**config.mk**
```make
export PLATFORM = sky130hd
export DESIGN_NAME = drive_pwm_sequencer
export DESIGN_NICKNAME = d
export VERILOG_FILES = /design/src/rtl/drive_pwm_sequencer.sv
export SDC_FILE = /design/constraint.sdc
export NUM_CORES = 1
export LEC_CHECK = 0
export ABC_AREA = 1
export ABC_CLOCK_PERIOD_IN_PS = 4300
export CORE_MARGIN = 3
export CORE_UTILIZATION = 33
export DETAILED_ROUTE_END_ITERATION = 10
export PLACE_DENSITY = 0.64
export SYNTH_ARGS = -nofsm -noshare
export SYNTH_HDL_FRONTEND = slang
export SYNTH_SLANG_ARGS = --single-unit
```
**constraint.sdc**
```tcl
create_clock -name clk -period 4.3 [get_ports clk]
set_input_delay 1.29 -clock clk [delete_from_list [all_inputs] [get_ports clk]]
set_output_delay 1.29 -clock clk [all_outputs]
set_load 0.01 [all_outputs]
```
**src/rtl/drive_pwm_sequencer.sv**
```systemverilog
// Line-follower drive sequencer: per-wheel soft-start PWM, junction
// command handshake, pausable timed pivots and a latched halt.
module drive_pwm_sequencer #(
   parameter int PWM_BITS    = 8,
   parameter int TURN_CYCLES = 25_000_000,
   parameter int RAMP_STEP   = 16,
   parameter int RAMP_DIV    = 50_000
) (
   input  logic                clk,
   input  logic                rst,
   input  logic                col_detect_n,
   input  logic [3:0]          dir_control,
   input  logic [PWM_BITS-1:0] duty_full,
   input  logic [PWM_BITS-1:0] duty_veer,
   input  logic [PWM_BITS-1:0] duty_hard,
   input  logic [PWM_BITS-1:0] duty_pivot_slow,
   input  logic [PWM_BITS-1:0] duty_pivot_fast,
   input  logic [2:0]          jcmd,
   input  logic                jcmd_valid,
   output logic                jcmd_ready,
   output logic                tone_enable,
   output logic [3:0]          hb_in,
   output logic                hb_en_a,
   output logic                hb_en_b,
   output logic [1:0]          drive_state,
   output logic                direction,
   output logic                turn_busy
);

   localparam int TW = $clog2(TURN_CYCLES + 1);
   localparam int RW = $clog2(RAMP_DIV + 1);
   localparam int SW = PWM_BITS + 1;
   localparam logic [SW-1:0] STEP = SW'(RAMP_STEP);

   typedef enum logic [1:0] {
      DRIVE     = 2'd0,
      COLLISION = 2'd1,
      JUNCTION  = 2'd2,
      HALT      = 2'd3
   } stateT;

   typedef enum logic [1:0] {
      P_STRAIGHT = 2'd0,
      P_LEFT     = 2'd1,
      P_RIGHT    = 2'd2,
      P_STOP     = 2'd3
   } patT;

   stateT               state, nextState;
   stateT               savedState, nextSaved;
   logic                inTurn, nextInTurn;
   logic [TW-1:0]       turnTimer, nextTimer;
   logic [PWM_BITS-1:0] tgtA, tgtB, nextTgtA, nextTgtB;
   patT                 pat, nextPat;
   logic                fwd, nextFwd;
   logic [PWM_BITS-1:0] actA, actB;
   logic [PWM_BITS-1:0] pwmCnt;
   logic [RW-1:0]       rampCnt;
   logic                rampTick;
   logic                killDuty;

   function automatic logic [PWM_BITS-1:0] rampTo(
      input logic [PWM_BITS-1:0] cur,
      input logic [PWM_BITS-1:0] tgt,
      input logic                tick
   );
      logic [PWM_BITS-1:0] gap;
      gap = tgt - cur;
      if (tgt <= cur)
         return tgt;
      else if (!tick)
         return cur;
      else if ({1'b0, gap} > STEP)
         return cur + STEP[PWM_BITS-1:0];
      else
         return tgt;
   endfunction

   // Reverse swaps the bridge polarity; STOP stays all-off either way.
   function automatic logic [3:0] hbCode(input patT p, input logic f);
      logic [3:0] raw;
      unique case (p)
         P_STRAIGHT: raw = 4'b0101;
         P_LEFT:     raw = 4'b0110;
         P_RIGHT:    raw = 4'b1001;
         default:    raw = 4'b0000;
      endcase
      return (f || p == P_STOP) ? raw : ~raw;
   endfunction

   always_ff @(posedge clk) begin
      if (rst) begin
         state      <= DRIVE;
         savedState <= DRIVE;
         inTurn     <= 1'b0;
         turnTimer  <= '0;
         tgtA       <= '0;
         tgtB       <= '0;
         pat        <= P_STOP;
         fwd        <= 1'b1;
      end else begin
         state      <= nextState;
         savedState <= nextSaved;
         inTurn     <= nextInTurn;
         turnTimer  <= nextTimer;
         tgtA       <= nextTgtA;
         tgtB       <= nextTgtB;
         pat        <= nextPat;
         fwd        <= nextFwd;
      end
   end

   always_comb begin
      nextState  = state;
      nextSaved  = savedState;
      nextInTurn = inTurn;
      nextTimer  = turnTimer;
      nextTgtA   = tgtA;
      nextTgtB   = tgtB;
      nextPat    = pat;
      nextFwd    = fwd;
      unique case (state)
         DRIVE: begin
            if (!col_detect_n) begin
               nextState = COLLISION;
               nextSaved = DRIVE;
            end else if (dir_control[3:2] == 2'b11) begin
               nextState  = JUNCTION;
               nextInTurn = 1'b0;
               nextTgtA   = '0;
               nextTgtB   = '0;
               nextPat    = P_STOP;
            end else begin
               case (dir_control)
                  4'b0000: begin
                     nextTgtA = duty_full;
                     nextTgtB = duty_full;
                     nextPat  = P_STRAIGHT;
                  end
                  4'b0101: begin
                     nextTgtA = duty_veer;
                     nextTgtB = duty_full;
                     nextPat  = P_STRAIGHT;
                  end
                  4'b1001: begin
                     nextTgtA = duty_full;
                     nextTgtB = duty_veer;
                     nextPat  = P_STRAIGHT;
                  end
                  4'b0110: begin
                     nextTgtA = duty_veer;
                     nextTgtB = duty_hard;
                     nextPat  = P_LEFT;
                  end
                  4'b1010: begin
                     nextTgtA = duty_hard;
                     nextTgtB = duty_veer;
                     nextPat  = P_RIGHT;
                  end
                  4'b0111: begin
                     nextTgtA = duty_pivot_slow;
                     nextTgtB = duty_pivot_fast;
                     nextPat  = P_LEFT;
                  end
                  4'b1011: begin
                     nextTgtA = duty_pivot_fast;
                     nextTgtB = duty_pivot_slow;
                     nextPat  = P_RIGHT;
                  end
                  default: ;
               endcase
            end
         end
         // Timer and sub-state are left alone so a pivot resumes.
         COLLISION: begin
            if (col_detect_n)
               nextState = savedState;
         end
         JUNCTION: begin
            if (!col_detect_n) begin
               nextState = COLLISION;
               nextSaved = JUNCTION;
            end else if (inTurn) begin
               if (turnTimer == TW'(TURN_CYCLES - 1)) begin
                  nextTimer  = '0;
                  nextInTurn = 1'b0;
                  nextState  = DRIVE;
               end else begin
                  nextTimer = turnTimer + 1'b1;
               end
            end else if (jcmd_valid) begin
               case (jcmd)
                  3'd0: nextState = DRIVE;
                  3'd1: begin
                     nextTimer  = '0;
                     nextInTurn = 1'b1;
                     nextTgtA   = duty_pivot_slow;
                     nextTgtB   = duty_pivot_fast;
                     nextPat    = P_LEFT;
                  end
                  3'd2: begin
                     nextTimer  = '0;
                     nextInTurn = 1'b1;
                     nextTgtA   = duty_pivot_fast;
                     nextTgtB   = duty_pivot_slow;
                     nextPat    = P_RIGHT;
                  end
                  3'd3: begin
                     nextFwd   = ~fwd;
                     nextState = DRIVE;
                  end
                  3'd4: begin
                     nextState = HALT;
                     nextTgtA  = '0;
                     nextTgtB  = '0;
                     nextPat   = P_STOP;
                  end
                  default: ;
               endcase
            end
         end
         HALT: begin
            nextTgtA = '0;
            nextTgtB = '0;
            nextPat  = P_STOP;
         end
         default: nextState = DRIVE;
      endcase
   end

   always_comb begin
      jcmd_ready  = (state == JUNCTION) && !inTurn;
      tone_enable = (state == JUNCTION) && !inTurn;
      turn_busy   = (state == JUNCTION) && inTurn;
      drive_state = state;
      direction   = fwd;
   end

   assign rampTick = (rampCnt == RW'(RAMP_DIV - 1));
   assign killDuty = (nextState == COLLISION) || (nextState == HALT);

   always_ff @(posedge clk) begin
      if (rst) begin
         actA    <= '0;
         actB    <= '0;
         pwmCnt  <= '0;
         rampCnt <= '0;
         hb_in   <= 4'b0000;
         hb_en_a <= 1'b0;
         hb_en_b <= 1'b0;
      end else begin
         pwmCnt  <= pwmCnt + 1'b1;
         rampCnt <= rampTick ? '0 : rampCnt + 1'b1;
         actA    <= killDuty ? '0 : rampTo(actA, nextTgtA, rampTick);
         actB    <= killDuty ? '0 : rampTo(actB, nextTgtB, rampTick);
         hb_in   <= hbCode(nextPat, nextFwd);
         hb_en_a <= (pwmCnt < actA);
         hb_en_b <= (pwmCnt < actB);
      end
   end

endmodule
```
# Word-level counts from Yosys, hierarchy flattened
# Cells that the tools add are included.
dict set report word_totals {
  wordCells 146
  input_bits 51
  out_inout_bits 12
  register_bits 95
}
dict set report op_classes {
  n_eq_ne 26
  reduce_logical 28
  n_mux 62
  add_sub_neg 7
  bitwise 2
  magnitude_cmp 6
}
# cell count
set ops {}
lappend ops {{$mux W8} 16}
lappend ops {{$mux W25} 4}
lappend ops {{$pmux W8 S3} 4}
lappend ops {{$pmux W8 S5} 2}
lappend ops {{$mux W2} 14}
lappend ops {{$add A25 B1 Y25 const B} 1}
lappend ops {{$eq A25 B25 Y1 const B} 1}
lappend ops {{$pmux W2 S3} 4}
lappend ops {{$reduce_or A2 Y1} 10}
lappend ops {{$add A16 B1 Y16 const B} 1}
lappend ops {{$add A8 B5 Y8 const B} 2}
lappend ops {{$eq A16 B16 Y1 const B} 1}
lappend ops {{$gt A8 B5 Y1 const B} 2}
lappend ops {{$le A8 B8 Y1} 2}
lappend ops {{$lt A8 B8 Y1} 2}
lappend ops {{$sub A8 B8 Y8} 2}
lappend ops {{$eq A2 B2 Y1 const B} 6}
lappend ops {{$eq A4 B3 Y1 const B} 3}
lappend ops {{$eq A4 B4 Y1 const B} 3}
lappend ops {{$mux W1} 12}
lappend ops {{$pmux W4 S3} 1}
lappend ops {{$ne A2 B2 Y1 const B} 5}
lappend ops {{$reduce_bool A2 Y1} 5}
lappend ops {{$add A8 B1 Y8 const B} 1}
lappend ops {{other kinds (18)} 27}

# Depth between registers and ports, before layout
# Gate-level depths: netlist (run 1).
dict set report logic_depth {
  word_depth 11
  mapped_depth 28
  depth_no_buf 27
}

# Worst setup path before layout (run 1)
# OpenSTA, ideal clock, no wires.
dict set report synth_timing {
  path_type {input to register}
  from {in jcmd[2]}
  to {reg actB[6]}
  t_required_ns 4.187
  slack_ns 0.186
  stages 22
  arrival_ns 4.001
  n_path_buf 2
  setup_ns 0.113
  path_cell_list {inv_1 nand3_2 nand3_1 nand2_1 inv_2 buf_2 o21ai_0 nor2_1 a21oi_1 nand2_1 inv_1 ha_1 fa_1 nor2_1 o21ai_0 a21boi_0 nand2_2 nand2_1 buf_4 nand2_1 nand2_1 nor2_1}
}
dict set report synth_via {
  elab_chain_cells 11
  elab_cells_between_ends 27
  classes_between {add/sub (1); order compare (2); eq/ne (6); mux (13); reduce/logical (5)}
}
# item line
set synth_lines {}
lappend synth_lines {{start: declaration} 18} ;# input logic [2:0] jcmd,
lappend synth_lines {{$eq A3 B3 Y1, or another cell as far along} 192} ;# case (jcmd)
lappend synth_lines {{$pmux W8 S3} 192}
lappend synth_lines {{$mux W8} 191} ;# end else if (jcmd_valid) begin
lappend synth_lines {{$mux W8} 183} ;# end else if (inTurn) begin
lappend synth_lines {{$mux W8} 180} ;# if (!col_detect_n) begin
lappend synth_lines {{$pmux W8 S3} 122} ;# unique case (state)
lappend synth_lines {{$sub A8 B8 Y8} 68} ;# gap = tgt - cur;
lappend synth_lines {{$gt A8 B5 Y1} 73} ;# else if ({1'b0, gap} > STEP)
lappend synth_lines {{$mux W8} 73}
lappend synth_lines {{$mux W8} 71} ;# else if (!tick)
lappend synth_lines {{$mux W8} 69} ;# if (tgt <= cur)
lappend synth_lines {{end signal: assignment} 255} ;# actB <= killDuty ? '0 : rampTo(actB, nextTgtB, rampTick);
lappend synth_lines {{end: declaration} 56} ;# logic [PWM_BITS-1:0] actA, actB;
# Several ways; a longest one is shown, not always the timed one. The select of a mux whose other input is x is not followed.
# A chain may end at the register's enable or synchronous reset.

# Final worst setup path (run 1)
dict set report layout_timing {
  from {in jcmd[2]}
  to {reg actB[7]}
}
dict set report layout_via {
  elab_chain_cells 11
  elab_cells_between_ends 27
  classes_between {add/sub (1); order compare (2); eq/ne (6); mux (13); reduce/logical (5)}
}
# item line
set layout_lines {}
lappend layout_lines {{$eq A3 B3 Y1, or another cell as far along} 192}
lappend layout_lines {{$pmux W8 S3 *} 192}
lappend layout_lines {{$mux W8 *} 191}
lappend layout_lines {{$mux W8 *} 183}
lappend layout_lines {{$mux W8 *} 180}
lappend layout_lines {{$pmux W8 S3 *} 122}
lappend layout_lines {{named net nextTgtB[7]} 53} ;# logic [PWM_BITS-1:0] tgtA, tgtB, nextTgtA, nextTgtB;
lappend layout_lines {{$sub A8 B8 Y8} 68}
lappend layout_lines {{$gt A8 B5 Y1} 73}
lappend layout_lines {{$mux W8} 73}
lappend layout_lines {{$mux W8} 71}
lappend layout_lines {{$mux W8} 69}
# Mark *: on every way through the listed nets, which the timed path passes. The rest lies on a longest branch. The select of a mux whose other input is x is not followed.

==> summary.txt, run 1 <==
Power per unit of standard cell area: 465.5 nW/um^2
Top-Level Pins: 63
Sequential share of power: 22.9%
Endpoint of the lowest-slack register-to-register path: actA[7]
Area enclosed by the die boundary: 23590 um^2
Wire length of the first global-routing pass: 35020 um
Combinational power share: 55.9%
Standard cell core area: 21220 um^2
Leftover overflow at the end of global routing: 0
Most Frequent Cell on Critical Path: sky130_fd_sc_hd__nand2_1
Period utilisation layout: 93.07%
Finish-stage setup viols: 0
Max-slew headroom at the worst pin: 65.59%
Maxcap violations: 0
Total wire length: 21580 um
Count of mapped cells out of synthesis: 1173
TritonRoute pass-1 iters: 5
Critical path required time: 4.59 ns
Post-Route Utilization: 44.63%
Buffer cell driving the clock tree root: sky130_fd_sc_hd__clkbuf_16
Half-perimeter wire length after detailed placement: 16940 um
Register bit count reported by yosys: 94
Largest net degree at the start of global routing: 30
Final hold vios: 0
Power Total: 4.409 mW
Worst Tran Pin Value: 0.5149 ns
Avg Inst Size Synth: 6.129 um^2
Clock period minus worst slack: 4.002 ns
Worst Path Max Fanout: 7
Critical Path End Type: flip-flop
Fraction of power spent switching nets: 39.86%
CP arrival: 4.30 ns
Vias after detailed routing: 7972
Number of distinct library cell variants in the gate-level netlist after synthesis: 47
Origin of the worst setup path: jcmd[2]
Relative contribution of the clock network to total power: 21.2%
Antenna violations before repair: 0
Largest stage delay on the critical path: 0.33 ns
Die boundary width: 153.6 um
Maximum resistive drop on vdd: 0.0003336 V
Antenna-violating nets left: 0
Drt wl/cell: 13.30 um
First DRT Iteration DRCs: 464
CTS H-tree depth: 3
TritonCTS clock tree: built
Internal power of the cells: 2.652 mW
Number of rows in the core area: 53
Critical Path End: actB[7]
Proportion of layout cells with a drive suffix above 1: 16.33%
Min-Delay Path Class: reg2reg
Switching pwr: 1.757 mW
Worst flop-to-flop path startpoint: drive_state[1]
Worst hold slack: 0.4466 ns
CTS sink cnt: 94
Weighted congestion at the end of routability-driven global placement: 0.9888
Number of port buffers: 62
Depth of the worst register-to-register path: 22
Status: completed
Maximum root-to-sink buffer count: 2
GRT Util Overall: 17.61%
Share of the yosys chip area belonging to registers: 26.17%
Area growth from synthesis to layout: 31.73%
Fin. max-slew vios: 0
Via count of the first global-routing pass: 7432
Ordered cell list for the critical path: dlygate4sd2_1 -> inv_1 -> nand3_2 -> nand3_2 -> nand2_2 -> buf_12 -> inv_2 -> buf_4 -> nand3_1 -> a21oi_1 -> nand2_1 -> ha_4 -> nand2_1 -> nor2_1 -> nand4_1 -> a21boi_1 -> buf_4 -> nand2_2 -> buf_4 -> nand2_1 -> nand2_1 -> nand2_1 -> and2_1 -> nor2_1
Insertion delay of the later-clocked pin in the worst-skew pair: 0.36 ns
# DRC: 0
Nets: 1430
Maximum clock skew at final layout: 0.008689 ns
Slowest cell on crit path: sky130_fd_sc_hd__ha_4
Warnings, synthesis: 0
Final antenna diode count: 0
Total nets after synthesis: 1261
FF-to-FF setup slack: 0.99 ns
Most used flip-flop cell after synthesis: sky130_fd_sc_hd__dfxtp_1
Share of synthesized registers carrying an async set or reset: 0%
Die height: 153.6 um
Netlist area before placement: 7189 um^2
Highest attainable clock frequency: 249.9 MHz
Initial Util: 33.88%
Setup tns final: 0 ns
Average via count per standard cell: 4.915
Element type at the critical path start: input port
Total leakage power: 4.303 nW
Clk pin slew, worst setup/hold paths: 0.07 ns
Worst Setup Path Type: in2reg
CTS Buf Count: 9
Number of synthesized flops with an enable pin: 0
state kept, by name, indices dropped and copies added, names as in the netlist, 2 cells and up:
| signal | flops |
|---|---|
| turnTimer | 25 |
| rampCnt | 16 |
| actA | 8 |
| actB | 8 |
| pwmCnt | 8 |
| tgtA | 8 |
| tgtB | 8 |
| hb_in | 4 |
| drive_state | 2 |
| pat | 2 |
critical path: cells and delay by family:
family                     cells  cell delay [ns]
AOI/OAI and AO/OA              2             0.31
buffers and inverters          7             1.03
and+or+nand+nor               14             1.34
adders and majority gates      1             0.33
final cells by class:
| class | instances | area, um^2 |
|---|---|---|
| multi-input combinational | 884 | 4703 |
| sequential | 94 | 1882 |
| clock buffer | 10 | 229.0 |
| timing repair buffer | 183 | 1556 |
| fill | 2209 | 11750 |
| tap | 275 | 344.1 |
| clock inverter | 6 | 117.6 |
| inverter | 170 | 638.1 |
worst min path at each step:
stage               start         end  cells after the start
2_1_floorplan  rampCnt[0]  rampCnt[0]                      1
3_3_place_gp   rampCnt[0]  rampCnt[0]                      1
3_5_place_dp   rampCnt[0]  rampCnt[0]                      1
4_1_cts        rampCnt[0]  rampCnt[0]                      1
5_1_grt        rampCnt[0]  rampCnt[0]                      1
6_report       rampCnt[0]  rampCnt[0]                      1
cell families after synthesis:
group | synth area share (%)
AOI/OAI and AO/OA | 14.25
DFF | 26.17
xor gates and xnor gates | 1.706
buffers and inverters | 11.17
and+or+nand+nor | 40.05
adders and majority gates | 6.648
placed cells by master (no fill, tap or decap), types with 15 or more instances in the layout:
master                            netlist  layout
sky130_fd_sc_hd__clkdlybuf4s50_1        0      53
sky130_fd_sc_hd__o21ai_0               40      38
sky130_fd_sc_hd__a21oi_1               91      89
sky130_fd_sc_hd__nand4_1               27      27
sky130_fd_sc_hd__nand2_1              289     279
sky130_fd_sc_hd__nor2_1               159     155
sky130_fd_sc_hd__nand3_1               92      91
sky130_fd_sc_hd__inv_2                 13      15
sky130_fd_sc_hd__nand2_2               11      20
sky130_fd_sc_hd__inv_1                154     152
sky130_fd_sc_hd__ha_1                  35      25
sky130_fd_sc_hd__buf_4                  2     116
sky130_fd_sc_hd__o22ai_1               16      16
sky130_fd_sc_hd__nor3_1                29      28
sky130_fd_sc_hd__dfxtp_1               94      94
power groups by stage:
stage / combinational, mW / clock (mW) / sequential [mW]
final: 2.46 / 0.935 / 1.01
after detailed placement: 2.24 / 0 / 1.03
after global placement: 2.22 / 0 / 1.03
after CTS: 2.32 / 0.958 / 1.01
after global routing: 2.81 / 0.988 / 1.02
after floorplan: 1.59 / 0 / 1.02
synthesized netlist by cell type, types with 13 or more instances:
| master | count | area (um^2) |
|---|---|---|
| sky130_fd_sc_hd__nor3_1 | 29 | 145.1 |
| sky130_fd_sc_hd__o22ai_1 | 16 | 100.1 |
| sky130_fd_sc_hd__a21oi_1 | 91 | 455.4 |
| sky130_fd_sc_hd__inv_1 | 154 | 578.1 |
| sky130_fd_sc_hd__dfxtp_1 | 94 | 1882 |
| sky130_fd_sc_hd__ha_1 | 35 | 437.9 |
| sky130_fd_sc_hd__nor2_1 | 159 | 596.8 |
| sky130_fd_sc_hd__inv_2 | 13 | 48.80 |
| sky130_fd_sc_hd__nand2_1 | 289 | 1085 |
| sky130_fd_sc_hd__o21ai_0 | 40 | 200.2 |
| sky130_fd_sc_hd__nand3_1 | 92 | 460.4 |
| sky130_fd_sc_hd__nand4_1 | 27 | 168.9 |
what timing repair did:
item                                    CTS  global route
buffers inserted                          1             5
endpoints found under the setup margin   14            16
hold buffers                              0             0
gates cloned                              0             1
gates resized for setup                  15            44
pin swaps                                 3            17
stage by stage:
stage	area [um^2]	cells	setup slack (ns)
2_1_floorplan	7189	1173	0.1861
3_3_place_gp	8882	1599	-0.5175
3_5_place_dp	8882	1599	-0.5095
4_1_cts	9286	1616	0.007458
5_1_grt	9470	1622	-0.008621
6_report	9470	1622	0.2981
routing by layer:
layer / up-vias / global-route usage (%) / routed length, um
met5: - / 0 / 0
met2: 218 / 28.33 / 9568
met3: 38 / 3.293 / 1226
met1: 3569 / 23.84 / 10330
met4: 0 / 5.803 / 453
li1: 4147 / - / -
No activity file was read; power rests on OpenSTA's default activity.
==> run 2, diff against run 1 <==
Settings changed: RECOVER_POWER set to 25.
==> run 2 against run 1 <==
Net effect:
- the flow now finishes with violations (capacitance limit)
- clock skew about the same
- final cell count unchanged
- utilization about the same
- combinational power about the same
- first-iteration DRC count decreased by 3.4%
- sequential share of layout area about the same
- routed wire length about the same
- critical path depth unchanged
- clock power about the same
- design area about the same
- critical path type unchanged
- largest cell class unchanged
==> summary.txt, run 2 (synthesis gave the netlist of run 1 again) <==
Clock period minus worst slack: 4.005 ns
CTS Buf Count: 9
TritonRoute pass-1 iters: 5
Proportion of layout cells with a drive suffix above 1: 16.18%
Initial Util: 33.88%
First DRT Iteration DRCs: 448
CP arrival: 4.30 ns
Total leakage power: 4.310 nW
Worst Path Max Fanout: 7
Critical Path End Type: flip-flop
Max reg flops: 25
CTS sink cnt: 94
Finish-stage setup viols: 0
Min-Delay Path Class: reg2reg
Wire length of the first global-routing pass: 35020 um
Antenna violations before repair: 0
Worst Tran Pin Value: 1.496 ns
Buffer cell driving the clock tree root: sky130_fd_sc_hd__clkbuf_16
Insertion delay of the later-clocked pin in the worst-skew pair: 0.36 ns
Regs by FF count: turnTimer (25), rampCnt (16)
Clk pin slew, worst setup/hold paths: 0.07 ns
Total wire length: 21570 um
Die height: 153.6 um
Highest-count cells in the layout ignoring fill and taps: 279 x sky130_fd_sc_hd__nand2_1, 155 x sky130_fd_sc_hd__nor2_1, 152 x sky130_fd_sc_hd__inv_1
Nets: 1430
Depth of the worst register-to-register path: 22
Hold Path Cell Cnt: 1
TritonCTS clock tree: built
Half-perimeter wire length after detailed placement: 16940 um
Status: complete, but fails checks
Largest net degree at the start of global routing: 30
Fin. max-slew vios: 0
Most common cell after layout, fill and taps aside: sky130_fd_sc_hd__nand2_1
Element type at the critical path start: input port
Post-route standard cell area excluding fillers: 9463 um^2
Critical Path End: actB[7]
Maximum resistive drop on vdd: 0.0003334 V
Vias after detailed routing: 7963
Area growth from synthesis to layout: 31.62%
Top-Level Pins: 63
Maxcap violations: 1
Drt wl/cell: 13.30 um
Worst flop-to-flop path startpoint: drive_state[1]
Number of rows in the core area: 53
Max-slew headroom at the worst pin: 0.2661%
Power per unit of standard cell area: 465.1 nW/um^2
FF-to-FF setup slack: 0.99 ns
CTS H-tree depth: 3
Area enclosed by the die boundary: 23590 um^2
Violations in the final reports: capacitance limit
Number of port buffers: 62
Largest reg by FF count: turnTimer
Endpoint of the lowest-slack register-to-register path: actA[7]
Antenna-violating nets left: 0
Standard cell core area: 21220 um^2
Via count of the first global-routing pass: 7432
Highest attainable clock frequency: 249.7 MHz
Filler cell count: 2209
Post-placement cell area: 8882 um^2
Number of buffers inserted for hold repair after clock tree synthesis: 0
Die boundary width: 153.6 um
GRT Util Overall: 17.61%
Period utilisation layout: 93.14%
Maximum clock skew at final layout: 0.008684 ns
# DRC: 0
Final hold vios: 0
Leftover overflow at the end of global routing: 0
Origin of the worst setup path: jcmd[2]
Weighted congestion at the end of routability-driven global placement: 0.9888
Average via count per standard cell: 4.909
Final antenna diode count: 0
Worst Setup Path Type: in2reg
Setup tns final: 0 ns
Maximum root-to-sink buffer count: 2
Critical path required time: 4.59 ns
-- run 2: cell types whose count changed in the layout (fill, tap and decap cells not counted) --
cell / previous run / this run
sky130_fd_sc_hd__buf_4: 116 / 114
sky130_fd_sc_hd__clkbuf_1: 1 / 3
sky130_fd_sc_hd__clkdlybuf4s50_1: 53 / 46
sky130_fd_sc_hd__dlygate4sd3_1: 0 / 7
sky130_fd_sc_hd__o21ai_0: 38 / 39
sky130_fd_sc_hd__o21ai_1: 5 / 4
-- run 2: routing by layer --
| layer | wire, um | track usage (%) |
|---|---|---|
| met1 | 10330 | 23.84 |
| met2 | 9597 | 28.33 |
| met3 | 1203 | 3.293 |
| met4 | 434 | 5.803 |
| met5 | 0 | 0 |
-- run 2: stage by stage --
step                      hold WS [ns]  utilization [%]  power, mW  instances  worst slack, ns
after floorplan                 0.4175                -      2.608       1173           0.1861
after global placement          0.4331            41.86      3.243       1599          -0.5175
after detailed placement        0.4442            41.86      3.269       1599          -0.5095
after CTS                       0.4524            43.76      4.288       1616         0.007458
after global routing            0.4931            44.59      4.808       1622        -0.008632
final                           0.4466            44.59      4.401       1622           0.2950
-- run 2: worst min path at each step --
stage | start | to | slack (ns)
after global placement | rampCnt[0] | rampCnt[0] | 0.43
after CTS | rampCnt[0] | rampCnt[0] | 0.45
after floorplan | rampCnt[0] | rampCnt[0] | 0.42
after detailed placement | rampCnt[0] | rampCnt[0] | 0.44
after global routing | rampCnt[0] | rampCnt[0] | 0.49
final | rampCnt[0] | rampCnt[0] | 0.45
-- run 2: timing repair --
action | 4_1_cts | 5_1_grt
cloned | 0 | 1
pin swaps | 3 | 17
setup endpoints to repair | 14 | 16
gates resized for setup | 15 | 44
setup buffers | 1 | 5
-- run 2: critical path: stages --
cell and delay [ns]:
sky130_fd_sc_hd__dlygate4sd2_1 0.28, sky130_fd_sc_hd__inv_1 0.11, sky130_fd_sc_hd__nand3_2 0.10, sky130_fd_sc_hd__nand3_2 0.10
sky130_fd_sc_hd__nand2_2 0.06, sky130_fd_sc_hd__buf_12 0.14, sky130_fd_sc_hd__inv_2 0.06, sky130_fd_sc_hd__buf_4 0.14
sky130_fd_sc_hd__nand3_1 0.10, sky130_fd_sc_hd__a21oi_1 0.17, sky130_fd_sc_hd__nand2_1 0.17, sky130_fd_sc_hd__ha_4 0.33
sky130_fd_sc_hd__nand2_1 0.07, sky130_fd_sc_hd__nor2_1 0.13, sky130_fd_sc_hd__nand4_1 0.10, sky130_fd_sc_hd__a21boi_1 0.14
sky130_fd_sc_hd__buf_4 0.15, sky130_fd_sc_hd__nand2_2 0.12, sky130_fd_sc_hd__buf_4 0.15, sky130_fd_sc_hd__nand2_1 0.04
sky130_fd_sc_hd__nand2_1 0.06, sky130_fd_sc_hd__nand2_1 0.05, sky130_fd_sc_hd__and2_1 0.15, sky130_fd_sc_hd__nor2_1 0.09
-- run 2: power breakdown --
group	switching (mW)	leakage [nW]	internal, mW
combinational	1.34	3.38	1.11
sequential	0.0520	0.763	0.957
clock	0.360	0.165	0.575
total	1.76	4.31	2.65
-- run 2: area by class of cell --
cell class	instances	area, um^2	area share (%)
Sequential cell	94	1882	19.89
Inverter	170	638.1	6.743
Clock inverter	6	117.6	1.243
Clock buffer	10	229.0	2.420
Timing Repair Buffer	183	1549	16.37
Tap cell	275	344.1	3.636
Multi-Input combinational cell	884	4703	49.70
